[src/rtl/uart_tx_fifo_pkg.sv]
// Shared constants for the UART transmit path: FSM state encodings and default
// FIFO geometry, also used by the receive-side buffering.
package uart_tx_fifo_pkg;

    localparam int DEFAULT_DEPTH_LOG2 = 4;
    localparam int DEFAULT_WIDTH      = 8;

    localparam logic [1:0] ST_IDLE   = 2'd0;
    localparam logic [1:0] ST_LAUNCH = 2'd1;
    localparam logic [1:0] ST_BUSY   = 2'd2;
    localparam logic [1:0] ST_GAP    = 2'd3;

endpackage

[src/rtl/uart_tx_fifo_ram.sv]
// FIFO storage: DEPTH x WIDTH, one synchronous write port and one synchronous
// read port whose registered output drives the UART byte directly.
module uart_tx_fifo_ram
    import uart_tx_fifo_pkg::*;
#(
    parameter int ADDR_W = DEFAULT_DEPTH_LOG2,
    parameter int WIDTH  = DEFAULT_WIDTH
) (
    input  logic              clk,
    input  logic              reset,
    input  logic              wr_en,
    input  logic [ADDR_W-1:0] wr_addr,
    input  logic [WIDTH-1:0]  wr_data,
    input  logic              rd_en,
    input  logic [ADDR_W-1:0] rd_addr,
    output logic [WIDTH-1:0]  rd_data
);

    logic [WIDTH-1:0] mem [0:(1<<ADDR_W)-1];

    always_ff @(posedge clk) begin
        if (wr_en)
            mem[wr_addr] <= wr_data;
    end

    // Read register holds the launched byte until the next pop.
    always_ff @(posedge clk) begin
        if (reset)
            rd_data <= '0;
        else if (rd_en)
            rd_data <= mem[rd_addr];
    end

endmodule

[src/rtl/uart_tx_fifo.sv]
// Byte FIFO in front of uart_tx: absorbs 1-cycle write strobes and launches one
// byte per uart_tx done pulse. Optional high-water mark via UART_TX_FIFO_HWM_EN.
//
// state  | meaning
// IDLE   | wait for data; pop when not empty
// LAUNCH | tx_dv high for this single cycle
// BUSY   | uart_tx shifting; wait for tx_done
// GAP    | one cycle for uart_tx to return to idle
module uart_tx_fifo
    import uart_tx_fifo_pkg::*;
#(
    parameter int DEPTH_LOG2 = DEFAULT_DEPTH_LOG2,
    parameter int WIDTH      = DEFAULT_WIDTH
) (
    input  logic                  clk,
    input  logic                  reset,
    input  logic [WIDTH-1:0]      in_byte,
    input  logic                  in_valid,
    input  logic                  tx_done,
    output logic [WIDTH-1:0]      tx_byte,
    output logic                  tx_dv,
    output logic [DEPTH_LOG2:0]   level,
    output logic                  full,
    output logic                  empty,
    output logic                  overflow
`ifdef UART_TX_FIFO_HWM_EN
    ,
    output logic [DEPTH_LOG2:0]   hwm
`endif
);

    localparam logic [DEPTH_LOG2:0] LEVEL_MAX = {1'b1, {DEPTH_LOG2{1'b0}}};

    logic [DEPTH_LOG2-1:0] wr_ptr;
    logic [DEPTH_LOG2-1:0] rd_ptr;
    logic [1:0]            state;
    logic                  push;
    logic                  pop;

    assign full  = (level == LEVEL_MAX);
    assign empty = (level == '0);
    assign pop   = (state == ST_IDLE) && !empty;
    // A pop in the same cycle frees the slot the write lands in.
    assign push  = in_valid && (!full || pop);

    uart_tx_fifo_ram #(
        .ADDR_W (DEPTH_LOG2),
        .WIDTH  (WIDTH)
    ) u_ram (
        .clk     (clk),
        .reset   (reset),
        .wr_en   (push),
        .wr_addr (wr_ptr),
        .wr_data (in_byte),
        .rd_en   (pop),
        .rd_addr (rd_ptr),
        .rd_data (tx_byte)
    );

    always_ff @(posedge clk) begin
        if (reset) begin
            wr_ptr   <= '0;
            rd_ptr   <= '0;
            level    <= '0;
            overflow <= 1'b0;
        end else begin
            if (push)
                wr_ptr <= wr_ptr + 1'b1;
            if (pop)
                rd_ptr <= rd_ptr + 1'b1;
            case ({push, pop})
                2'b10:   level <= level + 1'b1;
                2'b01:   level <= level - 1'b1;
                default: level <= level;
            endcase
            if (in_valid && !push)
                overflow <= 1'b1;
        end
    end

    always_ff @(posedge clk) begin
        if (reset) begin
            state <= ST_IDLE;
            tx_dv <= 1'b0;
        end else begin
            // Every pop enters LAUNCH, so registering pop gives a one-cycle tx_dv.
            tx_dv <= pop;
            case (state)
                ST_IDLE:   if (pop) state <= ST_LAUNCH;
                ST_LAUNCH: state <= ST_BUSY;
                ST_BUSY:   if (tx_done) state <= ST_GAP;
                ST_GAP:    state <= ST_IDLE;
                default:   state <= ST_IDLE;
            endcase
        end
    end

`ifdef UART_TX_FIFO_HWM_EN
    always_ff @(posedge clk) begin
        if (reset)
            hwm <= '0;
        else if (level > hwm)
            hwm <= level;
    end
`endif

endmodule

[config.mk]
export PLATFORM = sky130hd
export DESIGN_NAME = uart_tx_fifo
export DESIGN_NICKNAME = d
export VERILOG_FILES = /design/src/rtl/uart_tx_fifo_pkg.sv /design/src/rtl/uart_tx_fifo_ram.sv /design/src/rtl/uart_tx_fifo.sv
export SDC_FILE = /design/constraint.sdc
export NUM_CORES = 1
export LEC_CHECK = 0
export CAP_MARGIN = 40
export CELL_PAD_IN_SITES_DETAIL_PLACEMENT = 0
export CELL_PAD_IN_SITES_GLOBAL_PLACEMENT = 2
export CORE_MARGIN = 8
export CORE_UTILIZATION = 48
export DETAILED_ROUTE_END_ITERATION = 10
export PLACE_DENSITY_LB_ADDON = 0.1
export SLEW_MARGIN = 20
export SYNTH_ARGS = -nofsm -noshare
export SYNTH_HDL_FRONTEND = slang
export SYNTH_SLANG_ARGS = --single-unit
[constraint.sdc]
create_clock -name clk -period 8.77 [get_ports clk]
set_clock_uncertainty 0.15 [all_clocks]
set_input_delay 1.3155 -clock clk [delete_from_list [all_inputs] [get_ports clk]]
set_output_delay 1.3155 -clock clk [all_outputs]
set_load 0.005 [all_outputs]
## After elaboration in Yosys (flattened, before gate mapping)

Memories as Yosys holds them, arrays and structs flattened. A register that Yosys moved wholly into a read port is not among the register bits.
Cells that the tools add are included.

- Add/subtract/negate cells: 4
- Eq/ne operators: 8
- Mux-type cells: 6
- Reduce and logical (&&, ||, !) cells: 11

Operators with widths:

| operator | number |
|---|---|
| 5-bit one-hot mux with 2 select lines | 1 |
| 4-bit by 1-bit adder with 4-bit output (second input constant) | 2 |
| 2-bit one-hot mux with 4 select lines | 1 |
| 2-bit == test (second input constant) | 3 |
| 5-bit by 1-bit adder with 5-bit output (second input constant) | 1 |
| 5-bit == test (second input constant) | 1 |
| 5-bit logical NOT | 1 |
| 5-bit by 1-bit subtractor with 5-bit output (second input constant) | 1 |
| 2-bit by 1-bit == test with 1-bit output (second input constant) | 2 |
| 2-bit two-way mux | 2 |
| 2-bit inequality test (second input constant) | 2 |
| 1-bit logical AND | 3 |
| 1-bit logical NOT | 3 |
| 2-bit logical NOT | 1 |
| 1-bit two-way mux | 2 |
| 2-bit AND reduction | 1 |
| 2-bit nonzero test | 1 |
| 1-bit logical OR | 1 |

- Register bits after elaboration: 17
- RAM bits: 128
- Input bits: 12
- Output and inout port bits: 17
- Memories kept: 1

Memories:

| memory | depth | width | rd ports | clocked after memory_dff | wr ports | line | text |
|---|---|---|---|---|---|---|---|
| u_ram.mem | 16 | 8 | 1 | 1 | 1 | uart_tx_fifo_ram.sv:19 | `logic [WIDTH-1:0] mem [0:(1<<ADDR_W)-1];` |

## Longest topological paths before layout

- Word-level depth: 7
- Depth in mapped cells: 12
- Gate-level depth less buffers: 10

## By module

Synthesis repeated with hierarchy kept, for this count alone.

- Cell total of the unflattened synthesis: 434
- Area total of the unflattened synthesis: 6397.4 µm²

Modules (own cells, without submodules):

| module | times used | cells an instance | area each (µm²) | seq. area each (µm²) |
|---|---|---|---|---|
| uart_tx_fifo_ram | 1 | 316 | 5343.9 | 4003.8 |
| uart_tx_fifo | 1 | 118 | 1053.5 | 340.3 |

## Least setup slack after synthesis

Ideal clock, no wire load.

- Path kind: input -> register
- Start: input in_valid
- End: register level[4]
- Arrival time: 3155 ps
- Data required time: 8525 ps
- Path slack: 5370 ps
- Cell stages on the path: 8
- Path buffers: 1
- Path through: buf_2 nor2_1 inv_1 fa_1 nand2b_1 a21oi_1 mux2_2 a221oi_1

- Longest elaborated chain between the ends: 3
- Elaborated cells between the ends (all ways): 5
- Those cells by class: eq/ne (2); mux (1); reduce/logical (2)

Ends and longest elaborated chain:

| what | line | text |
|---|---|---|
| start: declaration | uart_tx_fifo.sv:18 | `input logic in_valid,` |
| 1-bit logical AND (*) | uart_tx_fifo.sv:44 | `assign push = in_valid && (!full \|\| pop);` |
| 2-bit by 1-bit == test with 1-bit output / 2-bit == test (equally long branches) | uart_tx_fifo.sv:71 | `case ({push, pop})` |
| 5-bit one-hot mux with 2 select lines / 2-bit nonzero test (equally long branches) | n/a |  |
| end signal: assignment | uart_tx_fifo.sv:72 | `2'b10: level <= level + 1'b1;` |
| end signal: assignment | uart_tx_fifo.sv:73 | `2'b01: level <= level - 1'b1;` |
| end signal: assignment | uart_tx_fifo.sv:74 | `default: level <= level;` |
| end: declaration | uart_tx_fifo.sv:22 | `output logic [DEPTH_LOG2:0] level,` |

Mark *: on every way between the ends. The rest lies on a longest branch, timed or not.
A chain may end at the register's enable or synchronous reset.

## Final worst setup path

Ends and elaborated chain as after synthesis.

==> summary.txt <==
syn_area_per_cell: 15.98 µm²
RSZ-0062 raised after global routing: no
setup TNS: 0 ns
element type at the critical path start: primary input
max-cap viol count: 0
wire per inst: 20.88 µm
Residual DRC: 0
FFs w/ async S/R, synth: 0%
PwrDens: 290.3 nW/µm²
fill cell count: 1022
vias in the first global route: 3416
Initial Utilization: 49.36%
Rows: 41
CTS hold repair buffers: 0
worst-path maximum fanout: 10
Worst-Skew Late Latency: 0.41 ns
initial antenna violation count: 0
status: finished, final reports clean
Sink Count: 153
Post-CTS Setup Inserts: 0
cells after synthesis: 393
die span in x: 130.4 µm
Antenna diodes: 0
Overall Power: 0.002131 W
Top Ports: 29
DR iter-0 viols: 296
Placer Congestion: 0.7814
Synthesized Nets: 417
EDFF count, synth: 128
Cell Area, Synth: 6280 µm²
Synth area leader: edfxtp_1
DR pass1 iterations: 4
fin crit share: 43.37%
clk buf depth: 2
hpwl dp: 8450 µm
worst min path class: flip-flop to flip-flop
Leak: 2.371 nW
Setup crit end kind: flip-flop
largest net degree at the start of global routing: 52
I/O Buffers: 28
ys flop type: edfxtp_1
Seq/Total Area, Yosys: 69.18%
core area: 12720 µm²
min Tclk post-route: 3.804 ns
drt total wl: 12840 µm
Die Y: 130.4 µm
Slew Limit Headroom: 45.45%
htree depth: 4
worst path arrival time: 3.97 ns
required time of the worst setup path: 8.93 ns
Remaining Overflow, GRT: 0
CP Class: primary input to flip-flop
Via density: 5.530
Post-DRT Antenna Nets: 0
FF-to-FF path depth: 8
total track usage: 16.30%
CTS tree: yes
area delta synth->final: 16.92%
Net count, final: 454
Num CTS Buffers: 17
final slew viol count: 0
share of layout cells above drive strength 1: 14.90%
Netlist cell types: 49
most frequent cell after synthesis: edfxtp_1
Least-Margin Pin Slew: 0.8183 ns
Reg clk slew, reported paths: 0.06 ns
Setup Viol. Count Final: 0
post-synthesis register bit count: 153
die area: 17000 µm²
hold path depth: 2
top cells by count, synth: 128 x edfxtp_1, 39 x nor2_1, 36 x mux2i_1
synth top area cells: edfxtp_1 61%, dfxtp_1 8.0%, mux2i_1 5.7%
global-route wire length before repair: 19780 µm
CTS resizes: 0
final hold violations: 0
post-synth top area share: 61.21%
Worst IR Drop VDD: 0.1173 mV
clk root buf: clkbuf_16
Max Fclk: 0.2629 GHz
vias: 3401
Yosys warning count: 0
-- per-stage QoR --
stage	instances	util [%]	hold slack (ns)	cell area [µm²]	setup slack, ns
after global routing	615	57.71	0.3664	7342	4.698
after detailed placement	581	52.98	0.3153	6740	4.517
after global placement	574	52.60	0.3024	6691	4.674
after floorplan	393	-	0.3105	6280	5.370
final	615	57.71	0.3216	7342	4.966
after CTS	613	57.59	0.3297	7327	4.941
-- layout by cell type (no fill, tap or decap), types with 2 or more instances in the layout --
master	n
mux2i_1	36
clkinv_2	2
mux4_2	16
o22ai_1	16
bufinv_16	3
or3_1	2
clkinv_4	4
clkbuf_1	2
a31oi_1	3
clkdlybuf4s50_1	28
a211oi_1	3
mux2_4	3
clkbuf_16	17
a21oi_1	3
clkinv_1	4
ha_1	11
nor3_1	13
nand3_1	3
nor2_1	39
buf_2	3
inv_1	10
a22o_1	7
nand2_1	8
nand2b_1	6
dfxtp_1	24
xnor2_1	3
nor2b_1	3
edfxtp_1	128
xor2_1	3
nor4_1	8
buf_4	7
-- cell families (layout without fill, tap and decap cells) --
family / count (synthesis) / in the layout / synth area share (%)
AOI/OAI and AO/OA: 44 / 44 / 5.599
xor gates and xnor gates: 6 / 6 / 0.8370
adders and majority gates: 12 / 12 / 2.510
buffers and inverters: 33 / 83 / 2.371
DFF: 153 / 153 / 69.18
muxes: 57 / 57 / 12.73
and+or+nand+nor: 88 / 88 / 6.774
-- sequential cells by signal, summed over array words and instances, names as in the netlist --
name,cells
level,5
overflow,1
rd_ptr,4
state,2
tx_dv,1
u_ram.mem,128
u_ram.rd_data,8
wr_ptr,4
-- per-layer routing --
layer | vias to the layer above | routed length [µm] | GRT usage, %
met5 | - | 0 | 0
met2 | 98 | 6123 | 25.23
met1 | 1704 | 5723 | 21.98
li1 | 1588 | - | -
met3 | 11 | 873 | 3.971
met4 | 0 | 122 | 6.077
-- critical path, cell delays in order --
cell             delay [ns]
clkdlybuf4s50_1        0.64
nor2_1                 0.36
inv_1                  0.09
fa_1                   0.41
nand2b_1               0.16
a21oi_1                0.32
mux2_2                 0.38
a221oi_1               0.27
-- path summary, 6_finish.rpt --
path              startpoint  endpoint  slack [ns]
setup / recovery    in_valid  level[4]        4.97
hold / removal      overflow  overflow        0.32
setup reg to reg    level[0]  level[4]        5.05
hold reg to reg     overflow  overflow        0.32
-- layout make-up --
cell class | count | area, µm² | area share, %
Multi-Input combinational cell | 207 | 1787 | 24.34
Clock inverter | 13 | 153.9 | 2.096
Timing Repair Buffer | 40 | 366.6 | 4.993
Inverter | 11 | 41.29 | 0.5624
Sequential cell | 153 | 4345 | 59.19
Clock buffer | 19 | 432.9 | 5.896
Tap cell | 172 | 215.2 | 2.931
-- where the power goes --
part | leakage (nW) | switching [W] | internal, W | total (W)
sequential | 1.36 | 0.0000339 | 0.000837 | 0.000870
combinational | 0.726 | 0.000299 | 0.000243 | 0.000542
clock | 0.283 | 0.000274 | 0.000445 | 0.000719
Power figures use the tool's default switching activity.
